$ cat src/rtl/prom_boot_ctl_if.sv
// prom_boot_ctl_if: fetch/store/control, boot ROM and program RAM bus for prom_boot_ctl.
// Rev 1.0
`default_nettype none

interface prom_boot_ctl_if #(
   parameter int AW = 14
);
   logic          if_req;
   logic [15:0]   if_adr;
   logic          if_rdy;
   logic [15:0]   if_dat;
   logic          wr_req;
   logic [15:0]   wr_adr;
   logic [15:0]   wr_dat;
   logic          wr_ack;
   logic          ctl_wr;
   logic [15:0]   ctl_dat;
   logic [6:0]    brom_adr;
   logic [15:0]   brom_dat;
   logic [AW-1:0] pmem_adr;
   logic [15:0]   pmem_din;
   logic          pmem_we;
   logic [15:0]   pmem_dout;
   logic          boot;
   logic          werr;
   logic [15:0]   wcnt;

   modport slave (
      input  if_req, if_adr, wr_req, wr_adr, wr_dat, ctl_wr, ctl_dat, brom_dat, pmem_dout,
      output if_rdy, if_dat, wr_ack, brom_adr, pmem_adr, pmem_din, pmem_we, boot, werr, wcnt
   );

   modport master (
      output if_req, if_adr, wr_req, wr_adr, wr_dat, ctl_wr, ctl_dat, brom_dat, pmem_dout,
      input  if_rdy, if_dat, wr_ack, brom_adr, pmem_adr, pmem_din, pmem_we, boot, werr, wcnt
   );
endinterface

`default_nettype wire

$ cat src/rtl/prom_boot_ctl.sv
// prom_boot_ctl: serves fetches from boot ROM and lets the loader fill program RAM until a keyed
// control write locks the RAM and remaps fetches to it. Rev 1.0
`default_nettype none

module prom_boot_ctl #(
   parameter int          AW         = 14,
   parameter int          BOOT_WORDS = 128,
   parameter logic [15:0] KEY        = 16'ha55a
) (
   input  wire logic      clk,
   input  wire logic      rst_n,
   prom_boot_ctl_if.slave bus
);
   localparam logic [15:0] BOOT_LIM = 16'(BOOT_WORDS);

   typedef enum logic [1:0] {
      ST_BOOT   = 2'd0,
      ST_SWITCH = 2'd1,
      ST_RUN    = 2'd2
   } state_t;

   state_t        state_q, state_d;
   logic          if_rdy_q, if_rdy_d;
   logic          ram_src_q, ram_src_d;
   logic [15:0]   if_dat_q, if_dat_d;
   logic          wr_ack_q;
   logic          werr_q, werr_d;
   logic [15:0]   wcnt_q, wcnt_d;
   logic [AW-1:0] pmem_adr_q, pmem_adr_d;
   logic [15:0]   pmem_din_q, pmem_din_d;
   logic          pmem_we;
   logic [6:0]    brom_adr;
   logic          in_rom;
   logic          unused_bits;

   assign in_rom      = {1'b0, bus.if_adr[15:1]} < BOOT_LIM;
   assign unused_bits = ^{bus.if_adr[0], bus.wr_adr[0], bus.wr_adr[15:AW+1]};

   always_comb begin
      state_d    = state_q;
      if_rdy_d   = 1'b0;
      ram_src_d  = 1'b0;
      if_dat_d   = if_dat_q;
      werr_d     = werr_q;
      wcnt_d     = wcnt_q;
      pmem_adr_d = pmem_adr_q;
      pmem_din_d = pmem_din_q;
      pmem_we    = 1'b0;
      brom_adr   = 7'd0;

      // RAM read data only exists for one cycle; latch it so if_dat holds afterwards.
      if (if_rdy_q && ram_src_q) begin
         if_dat_d = bus.pmem_dout;
      end

      unique case (state_q)
         ST_BOOT: begin
            brom_adr = bus.if_adr[7:1];
            if (bus.if_req) begin
               if_rdy_d = 1'b1;
               if_dat_d = in_rom ? bus.brom_dat : 16'hffff;
            end
            if (bus.wr_req) begin
               pmem_we    = 1'b1;
               pmem_adr_d = bus.wr_adr[AW:1];
               pmem_din_d = bus.wr_dat;
               if (wcnt_q != 16'hffff) begin
                  wcnt_d = wcnt_q + 16'd1;
               end
            end
            if (bus.ctl_wr && (bus.ctl_dat == KEY)) begin
               state_d = ST_SWITCH;
            end
         end
         ST_SWITCH: begin
            state_d = ST_RUN;
         end
         ST_RUN: begin
            pmem_adr_d = bus.if_adr[AW:1];
            if (bus.if_req) begin
               if_rdy_d  = 1'b1;
               ram_src_d = 1'b1;
            end
            if (bus.wr_req) begin
               werr_d = 1'b1;
            end
         end
         default: begin
            state_d = ST_BOOT;
         end
      endcase
   end

   always_ff @(posedge clk or negedge rst_n) begin
      if (!rst_n) begin
         state_q    <= ST_BOOT;
         if_rdy_q   <= 1'b0;
         ram_src_q  <= 1'b0;
         if_dat_q   <= 16'h0000;
         wr_ack_q   <= 1'b0;
         werr_q     <= 1'b0;
         wcnt_q     <= 16'h0000;
         pmem_adr_q <= '0;
         pmem_din_q <= 16'h0000;
      end else begin
         state_q    <= state_d;
         if_rdy_q   <= if_rdy_d;
         ram_src_q  <= ram_src_d;
         if_dat_q   <= if_dat_d;
         wr_ack_q   <= bus.wr_req;
         werr_q     <= werr_d;
         wcnt_q     <= wcnt_d;
         pmem_adr_q <= pmem_adr_d;
         pmem_din_q <= pmem_din_d;
      end
   end

   assign bus.if_rdy   = if_rdy_q;
   assign bus.if_dat   = (if_rdy_q && ram_src_q) ? bus.pmem_dout : if_dat_q;
   assign bus.wr_ack   = wr_ack_q;
   assign bus.brom_adr = brom_adr;
   assign bus.pmem_adr = pmem_adr_d;
   assign bus.pmem_din = pmem_din_d;
   assign bus.pmem_we  = pmem_we;
   assign bus.boot     = (state_q == ST_BOOT);
   assign bus.werr     = werr_q;
   assign bus.wcnt     = wcnt_q;

endmodule

`default_nettype wire

$ cat src/flat_wrapper.sv
// flat-port wrapper written by rule: the top's interface ports become plain ports
module prom_boot_ctl_flat 
#(
   parameter int          AW         = 14,
   parameter int          BOOT_WORDS = 128,
   parameter logic [15:0] KEY        = 16'ha55a
)
  (clk, rst_n, bus_if_req, bus_if_adr, bus_wr_req, bus_wr_adr, bus_wr_dat, bus_ctl_wr, bus_ctl_dat, bus_brom_dat, bus_pmem_dout, bus_if_rdy, bus_if_dat, bus_wr_ack, bus_brom_adr, bus_pmem_adr, bus_pmem_din, bus_pmem_we, bus_boot, bus_werr, bus_wcnt);
  prom_boot_ctl_if #(.AW(AW)) bus_i ();
  input  wire logic clk;
  input  wire logic rst_n;
  input wire logic [$bits(bus_i.if_req)-1:0] bus_if_req;
  input wire logic [$bits(bus_i.if_adr)-1:0] bus_if_adr;
  input wire logic [$bits(bus_i.wr_req)-1:0] bus_wr_req;
  input wire logic [$bits(bus_i.wr_adr)-1:0] bus_wr_adr;
  input wire logic [$bits(bus_i.wr_dat)-1:0] bus_wr_dat;
  input wire logic [$bits(bus_i.ctl_wr)-1:0] bus_ctl_wr;
  input wire logic [$bits(bus_i.ctl_dat)-1:0] bus_ctl_dat;
  input wire logic [$bits(bus_i.brom_dat)-1:0] bus_brom_dat;
  input wire logic [$bits(bus_i.pmem_dout)-1:0] bus_pmem_dout;
  output wire logic [$bits(bus_i.if_rdy)-1:0] bus_if_rdy;
  output wire logic [$bits(bus_i.if_dat)-1:0] bus_if_dat;
  output wire logic [$bits(bus_i.wr_ack)-1:0] bus_wr_ack;
  output wire logic [$bits(bus_i.brom_adr)-1:0] bus_brom_adr;
  output wire logic [$bits(bus_i.pmem_adr)-1:0] bus_pmem_adr;
  output wire logic [$bits(bus_i.pmem_din)-1:0] bus_pmem_din;
  output wire logic [$bits(bus_i.pmem_we)-1:0] bus_pmem_we;
  output wire logic [$bits(bus_i.boot)-1:0] bus_boot;
  output wire logic [$bits(bus_i.werr)-1:0] bus_werr;
  output wire logic [$bits(bus_i.wcnt)-1:0] bus_wcnt;
  assign bus_i.if_req = bus_if_req;
  assign bus_i.if_adr = bus_if_adr;
  assign bus_i.wr_req = bus_wr_req;
  assign bus_i.wr_adr = bus_wr_adr;
  assign bus_i.wr_dat = bus_wr_dat;
  assign bus_i.ctl_wr = bus_ctl_wr;
  assign bus_i.ctl_dat = bus_ctl_dat;
  assign bus_i.brom_dat = bus_brom_dat;
  assign bus_i.pmem_dout = bus_pmem_dout;
  assign bus_if_rdy = bus_i.if_rdy;
  assign bus_if_dat = bus_i.if_dat;
  assign bus_wr_ack = bus_i.wr_ack;
  assign bus_brom_adr = bus_i.brom_adr;
  assign bus_pmem_adr = bus_i.pmem_adr;
  assign bus_pmem_din = bus_i.pmem_din;
  assign bus_pmem_we = bus_i.pmem_we;
  assign bus_boot = bus_i.boot;
  assign bus_werr = bus_i.werr;
  assign bus_wcnt = bus_i.wcnt;
  prom_boot_ctl #(.AW(AW), .BOOT_WORDS(BOOT_WORDS), .KEY(KEY)) u_core (.clk(clk), .rst_n(rst_n), .bus(bus_i));
endmodule
$ cat config.mk
export PLATFORM = sky130hd
export DESIGN_NAME = prom_boot_ctl_flat
export DESIGN_NICKNAME = d
export VERILOG_FILES = /design/src/rtl/prom_boot_ctl_if.sv /design/src/rtl/prom_boot_ctl.sv /design/src/flat_wrapper.sv
export SDC_FILE = /design/constraint.sdc
export NUM_CORES = 1
export LEC_CHECK = 0
export BUFFER_PORTS_ARGS = -buffer_cell sky130_fd_sc_hd__buf_4
export CAP_MARGIN = 40
export CORE_MARGIN = 4
export CORE_UTILIZATION = 40
export CTS_CLUSTER_DIAMETER = 30
export CTS_CLUSTER_SIZE = 20
export DETAILED_ROUTE_END_ITERATION = 10
export PLACE_DENSITY_LB_ADDON = 0.3
export SETUP_SLACK_MARGIN = 0.4
export SLEW_MARGIN = 20
export SYNTH_ARGS = -nofsm -noshare
export SYNTH_HDL_FRONTEND = slang
export SYNTH_SLANG_ARGS = --single-unit
$ cat constraint.sdc
create_clock -name clk -period 1.7 [get_ports clk]
set_clock_uncertainty 0.1 [all_clocks]
set_input_delay 0.085 -clock clk [delete_from_list [all_inputs] [get_ports clk]]
set_output_delay 0.085 -clock clk [all_outputs]
set_load 0.03 [all_outputs]
==> results of run 1 <==
[cell usage after synthesis (all sizes together) (2+ instances only)]
master   n  area (um^2)
a21oi    4        20.02
o22a    16        140.1
dfrtp   68         1702
o21ai   14        70.07
nor3     6        30.03
clkbuf   4        15.01
and3     2        12.51
nor4     6        50.04
nand4    3        18.77
nand3    6        35.03
mux2    17        191.4
buf     10        50.05
nor3b    2        15.01
nor4bb   3        30.03
xor2    15        131.4
nor2     5        26.27
and2     9        56.30
nor2b    7        43.79
nand2   67        251.5
a22oi   14        105.1
[stage by stage]
stage	setup slack [ns]	instances	TNS, ns	instance area, um^2	hold WS (ns)
after floorplan	-0.07530	290	-0.5961	3856	-0.3106
after global placement	-0.09349	581	-0.8584	5376	-0.02323
after detailed placement	-0.1052	581	-1.797	5376	-0.02592
after CTS	-0.1209	650	-2.766	6392	-0.1126
[repair_timing]
item	CTS
setup endpoints to repair	114
resized for setup	76
hold buffers	46
buffers inserted	5
pin swaps	16
endpoints found under the hold margin	90
gates cloned	2
[cells by family after synthesis]
group,count (synthesis)
buffers and inverters,15
XOR/XNOR,16
flip-flops,68
AND/OR/NAND/NOR,122
adder cells (fa/ha/maj),1
AO/OA/AOI/OAI,51
multiplexers,17
[per-layer routing]
metal  overflow  global-route usage [%]
met4         50                   83.06
met5          0                   1.190
met1          0                   70.92
met2         46                   90.28
met3          0                   55.59
==> results_dict.tcl, run 1 <==
set metrics [dict create \
    die_w_um 96.01 \
    syn_area_per_cell_um2 10.68 \
    endpoint_type "register data pin" \
    io_pins 175 \
    start_util_pct 41.82 \
    grt.overflow.total 96 \
    place_congestion 0.8949 \
    synth-xor-area-share_pct 4.523 \
    htree_levels 3 \
    synth_edf_count 0 \
    syn_nets 392 \
    synthMuxAreaShare_pct 6.179 \
    grt_max_degree 36 \
    clock-sinks 68 \
    antenna_found_initial 2 \
    synth_top_family_by_area "simple AND/OR/NAND/NOR gates" \
    portBuffers 171 \
    synth_simple_gate_area_share_pct 20.11 \
    yosys.area_share.adder_pct 0.4039 \
    stop_stage "5_1_grt" \
    ys_ff_latch 68 \
    status "did not finish" \
    synthCells 290 \
    ys.flop_type "dfrtp_1" \
    cts_root_buf "clkbuf_8" \
    cts_buffer_depth 2 \
    ys_seq_area_share_pct 54.93 \
    grt-worst-endpoint "u_core.bus.wcnt[13]$_DFFE_PN0P_/D" \
    grt_usage_pct 73.01 \
    netlist_area_um2 3098 \
    synth.distinct_cells 38 \
    async_flop_share_pct 100.0 \
    ys.warnings.count 0 \
    hpwl_mm 7.567 \
    synth-compound-area-share_pct 11.59 \
    rows 31 \
    error "[ERROR GRT-0232] Routing congestion too high. Check the congestion heatmap in the GUI." \
    die_h_um 96.01 \
    cts_made_buffers 9 \
]
==> run 2, diff against run 1 <==
- CTS_CLUSTER_DIAMETER: 30 -> default
- CTS_CLUSTER_SIZE: 20 -> default
- PLACE_DENSITY_LB_ADDON: 0.3 -> 0.15
- SETUP_SLACK_MARGIN: 0.4 -> default
- clock period: 1.7 -> 2.2 ns (I/O delays scaled with it)
==> run 2 against run 1 <==
  * The run now ends clean
  * Synthesized cell count did not move
  * Area after synthesis did not move
==> results_dict.tcl, run 2 <==
set metrics [dict create \
    min_path_type "input pin to register" \
    cts_made_buffers 9 \
    whs_ns 0.02376 \
    routed_via_density 4.917 \
    first_iter_violations 92 \
    vdd_drop_max_v 0.0003826 \
    arrival_ns 2.21 \
    status "completed" \
    yosysMostFrequentCell "dfrtp_1" \
    finalMaxSlewViolations 0 \
    met2WireLength_mm 4.868 \
    die_w_um 96.01 \
    synth.distinct_cells 38 \
    layout_common_cells "buf_4 (179), nand2_1 (67), dfrtp_1 (67), dlygate4sd3_1 (47)" \
    grt_usage_pct 21.28 \
    cts_root_buf "clkbuf_8" \
    worstMarginPinSlew_ns 0.4272 \
    finalCritPeriodShare_pct 94.01 \
    portBuffers 171 \
    drtAntennaViolNets 0 \
    rsz0062_at_grt "false" \
    synthCells 290 \
    crit_chain "dlygate4sd3_1 -> buf_4 -> nor2_1 -> dlygate4sd3_1 -> nand3_1 -> dlygate4sd3_1 -> nor3_1" \
    post-route-util_pct 70.06 \
    path_common_cell "dlygate4sd3_1" \
    core-area_um2 7408 \
    ys.warnings.count 0 \
    grt_pass1_wl_mm 15.06 \
    start_util_pct 41.82 \
    ys_ff_latch 68 \
    antenna_cells 0 \
    finalWirelength_mm 9.577 \
    start_kind "input pin" \
    slowest_stage "dlygate4sd3_1" \
    m1WireLength_mm 3.633 \
    grt_pass1_vias 3264 \
    top_layer "met4" \
    clock_latency_ns 0.33 \
    ys.flop_type "dfrtp_1" \
    finalSetupTns_ns 0 \
    clk_pin_slew_ns 0.07 \
    p_per_area_nw_per_um2 676.3 \
    fmax_ghz 0.4835 \
    antenna_found_initial 0 \
    cts_buffer_depth 2 \
    netlist_area_um2 3098 \
    cp.required_ns 2.34 \
    yosys.area.top_type "dfrtp_1" \
    grt_max_degree 53 \
    rows 31 \
    ys_seq_area_share_pct 54.93 \
    post_drt_wl_per_cell_um 15.52 \
    crit_type "input pin to register" \
    syn_area_per_cell_um2 10.68 \
    hpwl_mm 6.702 \
    synth_edf_count 0 \
    grt.overflow.total 0 \
    drive_gt1_share_pct 42.28 \
    met3_length_um 859 \
    die_h_um 96.01 \
    yosys-top-cells-area "dfrtp_1 (55%), nand2_1 (8.1%), mux2_2 (5.8%)" \
    synth_top_area_share_pct 54.93 \
    slew_headroom_pct 71.26 \
    hold_viol 0 \
    synth_common_cells "dfrtp_1 (68), nand2_1 (67), mux2_2 (16), o22a_1 (16), xor2_1 (15)" \
    cts_setup_buffers 0 \
    area_growth_pct 67.53 \
    io_pins 175 \
    endpoint_kind "register" \
    fin_crit_ns 2.068 \
    async_flop_share_pct 100.0 \
    setup_violations 0 \
    place_congestion 0.7908 \
    clock-sinks 68 \
    htree_levels 3 \
    die_area_um2 9217 \
    path_max_fanout 1 \
    final_common_cell "buf_4" \
    post-route-drc-count 0 \
    power_leakage_nw 2.446 \
    dr.pass1.iters 5 \
    tritoncts "yes" \
    critPathMaxStageDelay_ns 0.57 \
    via_count 3034 \
    cap_violations 0 \
    syn_nets 392 \
    nets 617 \
]
run 2: cell counts after synthesis:
Identical to the previous run, type by type.
run 2: routing by layer:
layer  global-route usage, %  vias up
li1                        -     1472
met1                   24.27     1402
met2                   37.67      141
met3                   5.708       19
met4                   8.294        0
met5                       0        -
run 2: cell type report:
cell class / count / area, um^2
clock buffer: 12 / 165.2
clock inverter: 2 / 10.01
fill: 560 / 2218
inverter: 1 / 5.005
multi-input combinational: 207 / 1330
sequential: 68 / 1703
tap: 99 / 123.9
timing repair buffer: 228 / 1853
run 2: what timing repair did:
item                                    4_1_cts  5_1_grt
hold buffers                                 47        0
resized for setup                             0        3
endpoints found under the hold margin       109        0
endpoints found under the setup margin        0       19
run 2: metrics by stage:
step	instances	setup WS (ns)	total power (W)	instance area, um^2
after floorplan	290	0.2467	0.002059	3098
after global placement	555	0.2700	0.002526	4508
after detailed placement	556	0.2357	0.002552	4536
after CTS	617	0.05844	0.003541	5181
after global routing	617	0.005256	0.003692	5190
final	617	0.1318	0.003510	5190
run 2: cells by family after synthesis:
family | synth area share (%)
AOI/OAI and AO/OA | 11.59
xor gates and xnor gates | 4.524
adders and majority gates | 0.4038
buffers and inverters | 2.261
DFF | 54.93
muxes | 6.179
and+or+nand+nor | 20.11
run 2: worst max-delay path, delay by kind of cell:
kind / cells / cell delay [ns]
simple gates: 3 / 0.30
buf+inv: 4 / 1.80
run 2: final timing paths:
check                                       start              endpoint  slack (ns)  cells past startpoint
worst min register to register    u_core.bus.werr       u_core.bus.werr        0.36                      1
min in group asynchronous                   rst_n   u_core.bus.wcnt[14]        0.08                      2
worst min-delay path                bus_wr_adr[2]  u_core.pmem_adr_q[1]        0.02                      3
max in group asynchronous                   rst_n    u_core.if_dat_q[3]        1.39                      3
worst max-delay path               bus_ctl_dat[9]     u_core.state_q[0]        0.13                      7
worst max register to register  u_core.state_q[1]   u_core.if_dat_q[15]        0.23                      5
run 2: report_power, final:
part           internal (W)  switching (W)
registers           0.00139       0.000142
logic              0.000476       0.000580
clock network      0.000486       0.000435
Power figures use the tool's default switching activity.
==> run 3, diff against run 2 <==
--- a/config.mk
+++ b/config.mk
@@ -8,3 +8,2 @@
 export BUFFER_PORTS_ARGS = -buffer_cell sky130_fd_sc_hd__buf_4
-export CAP_MARGIN = 40
 export CORE_MARGIN = 4
==> constraint.sdc (replaced) <==
create_clock -name clk -period 2.2 [get_ports clk]
set_clock_uncertainty 0.1 [all_clocks]
set_input_delay 0.44 -clock clk [delete_from_list [all_inputs] [get_ports clk]]
set_output_delay 0.44 -clock clk [all_outputs]
set_load 0.03 [all_outputs]
==> run 3 against run 2 <==
  * First-iteration DRC count up 26%
  * Maximum frequency shrank 5.7%
  * Total power up 1.4%
  * Global-route usage decreased by 3.1 points
  * Sequential power about the same
  * Critical endpoint is now bus_pmem_adr[10]
  * Largest power group unchanged
  * Highest routed layer unchanged
==> results_dict.tcl, run 3 (synthesis gave the netlist of run 2 again) <==
set metrics [dict create \
    status "completed" \
    use_met1_pct 22.44 \
    clock_latency_ns 0.33 \
    seqPwrFrac_pct 43.1 \
    crit_type "register to output pin" \
    place_ws_ns 0.04967 \
    hold_path_depth 1 \
    postLayoutCellArea_um2 5014 \
    area_growth_pct 61.83 \
    crit_buf_inv 2 \
    finalSetupTns_ns 0 \
    rr_worst_depth 6 \
    endpoint_kind "output pin" \
    grt_pass1_vias 2860 \
    worst_slack_ns 0.007828 \
    antenna_found_initial 0 \
    cap_violations 0 \
    nets 584 \
    tritoncts "yes" \
    finalWirelength_mm 9.056 \
    min_path_type "input pin to register" \
    slowest_stage "dfrtp_1" \
    swShare_pct 32.63 \
    slew_headroom_pct 70.53 \
    drive_gt1_share_pct 51.85 \
    htree_levels 3 \
    rsz0062_at_grt "true" \
    finalCritPeriodShare_pct 99.64 \
    clk_pin_slew_ns 0.07 \
    antenna_cells 0 \
    fillCellCount 629 \
    setup_violations 0 \
    regArea_um2 1703 \
    busiest_layer "met2" \
    p_comb_share_pct 29.2 \
    fin_crit_ns 2.192 \
    via_count 2919 \
    cts_buffer_depth 2 \
    start_kind "register" \
    arrival_ns 1.65 \
    post_drt_wl_per_cell_um 15.48 \
    grt_pass1_wl_mm 13.08 \
    vdd_drop_max_v 0.0006324 \
    cts_root_buf "clkbuf_8" \
    die_area_um2 9217 \
    p_per_area_nw_per_um2 710.3 \
    multi_input_area_um2 1410 \
    fin_cells 585 \
    layout_common_cells "buf_4 (168), dfrtp_1 (67), nand2_1 (50), buf_6 (21), nand2_2 (17)" \
    crit_chain "and2b_2 -> buf_2 -> a22oi_1 -> o21ai_1 -> buf_4" \
    die_h_um 96.01 \
    hpwl_mm 6.500 \
    path_max_fanout 5 \
    dr.pass1.iters 4 \
    internal_power_w 0.002399 \
    p_switching_w 0.001162 \
    grtUsageMet3_pct 5.004 \
    portBuffers 171 \
    fmax_ghz 0.4562 \
    hold_viol 0 \
    crit_cells 5 \
    io_pins 175 \
    die_w_um 96.01 \
    worstMarginPinSlew_ns 0.4421 \
    final_common_cell "buf_4" \
    rows 31 \
    power_leakage_nw 2.357 \
    cts_made_buffers 9 \
    cp.required_ns 1.66 \
    met2_usage_pct 30.25 \
    core-area_um2 7408 \
    grt_max_degree 37 \
    clock_power_share_pct 27.7 \
    crit_family "flip-flops" \
    post-route-drc-count 0 \
    critPathMaxStageDelay_ns 0.40 \
    post-route-util_pct 67.67 \
    placed_cells 558 \
    first_iter_violations 116 \
    routed_via_density 4.990 \
    drtAntennaViolNets 0 \
    grt_usage_pct 18.20 \
    clock-sinks 68 \
    finalMaxSlewViolations 0 \
    grt.overflow.total 0 \
    place_congestion 0.7551 \
    placed_cell_area_um2 4562 \
    start_util_pct 41.82 \
]
run 3: worst register-to-register path, delay by kind of cell, from the launching register on:
kind / cells / cell delay [ns]
AND/OR/NAND/NOR: 3 / 0.57
adder cells (fa/ha/maj): 1 / 0.24
buffers and inverters: 1 / 0.16
flip-flops: 1 / 0.43
multiplexers: 1 / 0.34
run 3: final cells by class:
cell class / instances / area share [%]
Clock buffer: 13 / 2.970
Clock inverter: 2 / 0.6988
Inverter: 1 / 0.1747
Multi-Input combinational cell: 207 / 28.13
Sequential cell: 68 / 33.97
Tap cell: 99 / 2.471
Timing Repair Buffer: 194 / 31.47
Timing Repair inverter: 1 / 0.1248
run 3: path summary, 6_finish.rpt:
| kind | start | endpoint | slack, ns |
|---|---|---|---|
| setup / recovery | u_core.state_q[1] | bus_pmem_adr[10] | 0.008 |
| hold / removal | bus_wr_req | u_core.bus.wr_ack | 0.21 |
| setup reg to reg | u_core.bus.wcnt[0] | u_core.bus.wcnt[1] | 0.24 |
| hold reg to reg | u_core.bus.werr | u_core.bus.werr | 0.36 |
| max in group asynchronous | rst_n | u_core.if_dat_q[7] | 0.96 |
| min in group asynchronous | rst_n | u_core.pmem_din_q[9] | 0.50 |
run 3: per-stage QoR:
step | power [W] | hold slack (ns)
detailed placement | 0.002556 | 0.3168
global placement | 0.002534 | 0.3123
CTS | 0.003559 | 0.1751
floorplan | 0.002059 | 0.04441
global route | 0.003754 | 0.1956
finish | 0.003561 | 0.2058
run 3: what timing repair did:
item	CTS	global route
endpoints found under the setup margin	29	28
endpoints found under the hold margin	32	0
pin swaps	0	4
resized for setup	4	47
buffers inserted	0	8
hold buffers	1	0
gates cloned	0	3
run 3: layer usage:
metal	vias up	routed length (um)
li1	1404	-
met1	1380	3605
met2	123	4525
met3	12	781
met4	0	144
met5	-	0
run 3: power groups by stage:
stage | clock network [W] | logic (W) | registers, W
finish | 0.000987 | 0.00104 | 0.00154
global placement | 0 | 0.000983 | 0.00155
global route | 0.00108 | 0.00111 | 0.00157
floorplan | 0 | 0.000349 | 0.00171
CTS | 0.00102 | 0.00100 | 0.00154
detailed placement | 0 | 0.000999 | 0.00156
==> run 4, diff against run 3 <==
==> constraint.sdc (replaced) <==
create_clock -name clk -period 2.2 [get_ports clk]
set_clock_uncertainty 0.1 [all_clocks]
set_input_delay 0.22 -clock clk [delete_from_list [all_inputs] [get_ports clk]]
set_output_delay 0.22 -clock clk [all_outputs]
set_load 0.03 [all_outputs]
==> run 4 against run 3 <==
  * Global-route usage grew 1.3 points
  * Sequential share of layout area grew 0.51 points
  * Non-clock buffer count rose by 7
  * Clock power is 5% higher
  * Via count is 1.4% higher
  * Final area is 1.4% lower
  * Die area unchanged
  * Clock-buffer cell count up 1
  * Routed wire length is essentially flat
  * Total power rose by 0.84%
  * Largest cell class unchanged
==> results_dict.tcl, run 4 (synthesis gave the netlist of run 2 again) <==
set metrics [dict create \
    status "completed" \
    vdd_drop_max_v 0.0004108 \
    endpoint_kind "output pin" \
    path_max_fanout 27 \
    clock_latency_ns 0.33 \
    hold_viol 0 \
    finalMaxSlewViolations 0 \
    worstMarginPinSlew_ns 0.8482 \
    start_util_pct 41.82 \
    die_h_um 96.01 \
    path_common_cell "nand2_1" \
    clock-sinks 68 \
    core-area_um2 7408 \
    final_common_cell "buf_4" \
    die_area_um2 9217 \
    grt_pass1_wl_mm 13.86 \
    portBuffers 171 \
    slowest_stage "dfrtp_2" \
    cap_violations 0 \
    finalWirelength_mm 9.058 \
    fin_crit_ns 2.016 \
    tritoncts "yes" \
    cts_buffer_depth 2 \
    whs_ns 0.01341 \
    slew_headroom_pct 43.45 \
    clk_pin_slew_ns 0.06 \
    min_path_type "input pin to register" \
    crit_type "register to output pin" \
    start_kind "register" \
    die_w_um 96.01 \
    fmax_ghz 0.4961 \
    antenna_found_initial 0 \
    setup_violations 0 \
    rsz0062_at_grt "false" \
    layout_common_cells "buf_4 (180), nand2_1 (67), dfrtp_1 (66), dlygate4sd3_1 (20)" \
    nets 590 \
    place_congestion 0.8059 \
    finalSetupTns_ns 0 \
    dr.pass1.iters 4 \
    p_per_area_nw_per_um2 726.4 \
    critPathMaxStageDelay_ns 0.54 \
    htree_levels 3 \
    via_count 2959 \
    first_iter_violations 73 \
    finalCritPeriodShare_pct 91.63 \
    hpwl_mm 6.733 \
    rows 31 \
    arrival_ns 1.70 \
    cts_made_buffers 9 \
    crit_chain "nand2b_1 -> buf_12 -> nand2_1 -> nand2_1 -> buf_4" \
    post-route-drc-count 0 \
    cts_root_buf "clkbuf_8" \
    io_pins 175 \
    drive_gt1_share_pct 44.72 \
    antenna_cells 0 \
    grt_usage_pct 19.51 \
    grt.overflow.total 0 \
    grt_pass1_vias 3051 \
    area_growth_pct 59.57 \
    cp.required_ns 1.88 \
    drtAntennaViolNets 0 \
    post_drt_wl_per_cell_um 15.33 \
    grt_max_degree 69 \
    routed_via_density 5.007 \
    power_leakage_nw 2.342 \
]
[run 4: report_power, final]
group	switching (W)	leakage (nW)	internal [W]
sequential	0.000147	0.777	0.00139
clock	0.000430	0.103	0.000612
combinational	0.000568	1.46	0.000442
total	0.00115	2.34	0.00245
[run 4: per-layer routing]
metal	vias to the layer above	part of all wire, %	GRT usage, %
met5	-	0	0
met4	0	2.3	9.005
met3	17	8.6	5.473
met2	139	49	33.01
met1	1387	40	22.84
li1	1416	-	-
[run 4: path summary, 6_finish.rpt]
kind                                     from                    to  slack [ns]  cells after the start
hold / removal                  bus_wr_dat[3]  u_core.pmem_din_q[3]        0.01                      3
setup / recovery            u_core.state_q[0]       bus_pmem_din[5]        0.18                      5
hold reg to reg               u_core.bus.werr       u_core.bus.werr        0.37                      1
max in group asynchronous               rst_n     u_core.state_q[0]        0.96                      2
min in group asynchronous               rst_n   u_core.bus.wcnt[14]        0.44                      2
setup reg to reg           u_core.bus.wcnt[0]    u_core.bus.wcnt[1]        0.22                      6
[run 4: timing repair]
item	in CTS	in global routing
gates cloned	0	0
setup buffers	0	1
hold endpoints to repair	87	0
endpoints found under the setup margin	14	24
hold buffers	20	0
resized for setup	5	3
[run 4: layout make-up]
class / count / area, um^2
fillers: 596 / 2465
flip-flops and latches: 68 / 1704
repair buffers: 201 / 1572
multi-input cells: 207 / 1333
clock buffers: 14 / 172.7
well taps: 99 / 123.9
clock inverters: 1 / 30.03
inverters: 1 / 8.758
[run 4: per-stage QoR]
step | power [W] | setup slack [ns] | instances | cell area, um^2 | util, %
floorplan | 0.002059 | 0.2127 | 290 | 3098 | -
global placement | 0.002528 | 0.2641 | 555 | 4508 | 60.85
detailed placement | 0.002551 | 0.2145 | 555 | 4508 | 60.85
CTS | 0.003636 | -0.01037 | 590 | 4926 | 66.49
global route | 0.003780 | 0.04494 | 591 | 4943 | 66.73
finish | 0.003591 | 0.1841 | 591 | 4943 | 66.73
[run 4: worst max-delay path: cells and delay by family, from the launching register on]
| kind | cells | cell delay (ns) |
|---|---|---|
| and+or+nand+nor | 3 | 0.45 |
| buffers and inverters | 2 | 0.38 |
| DFF | 1 | 0.54 |
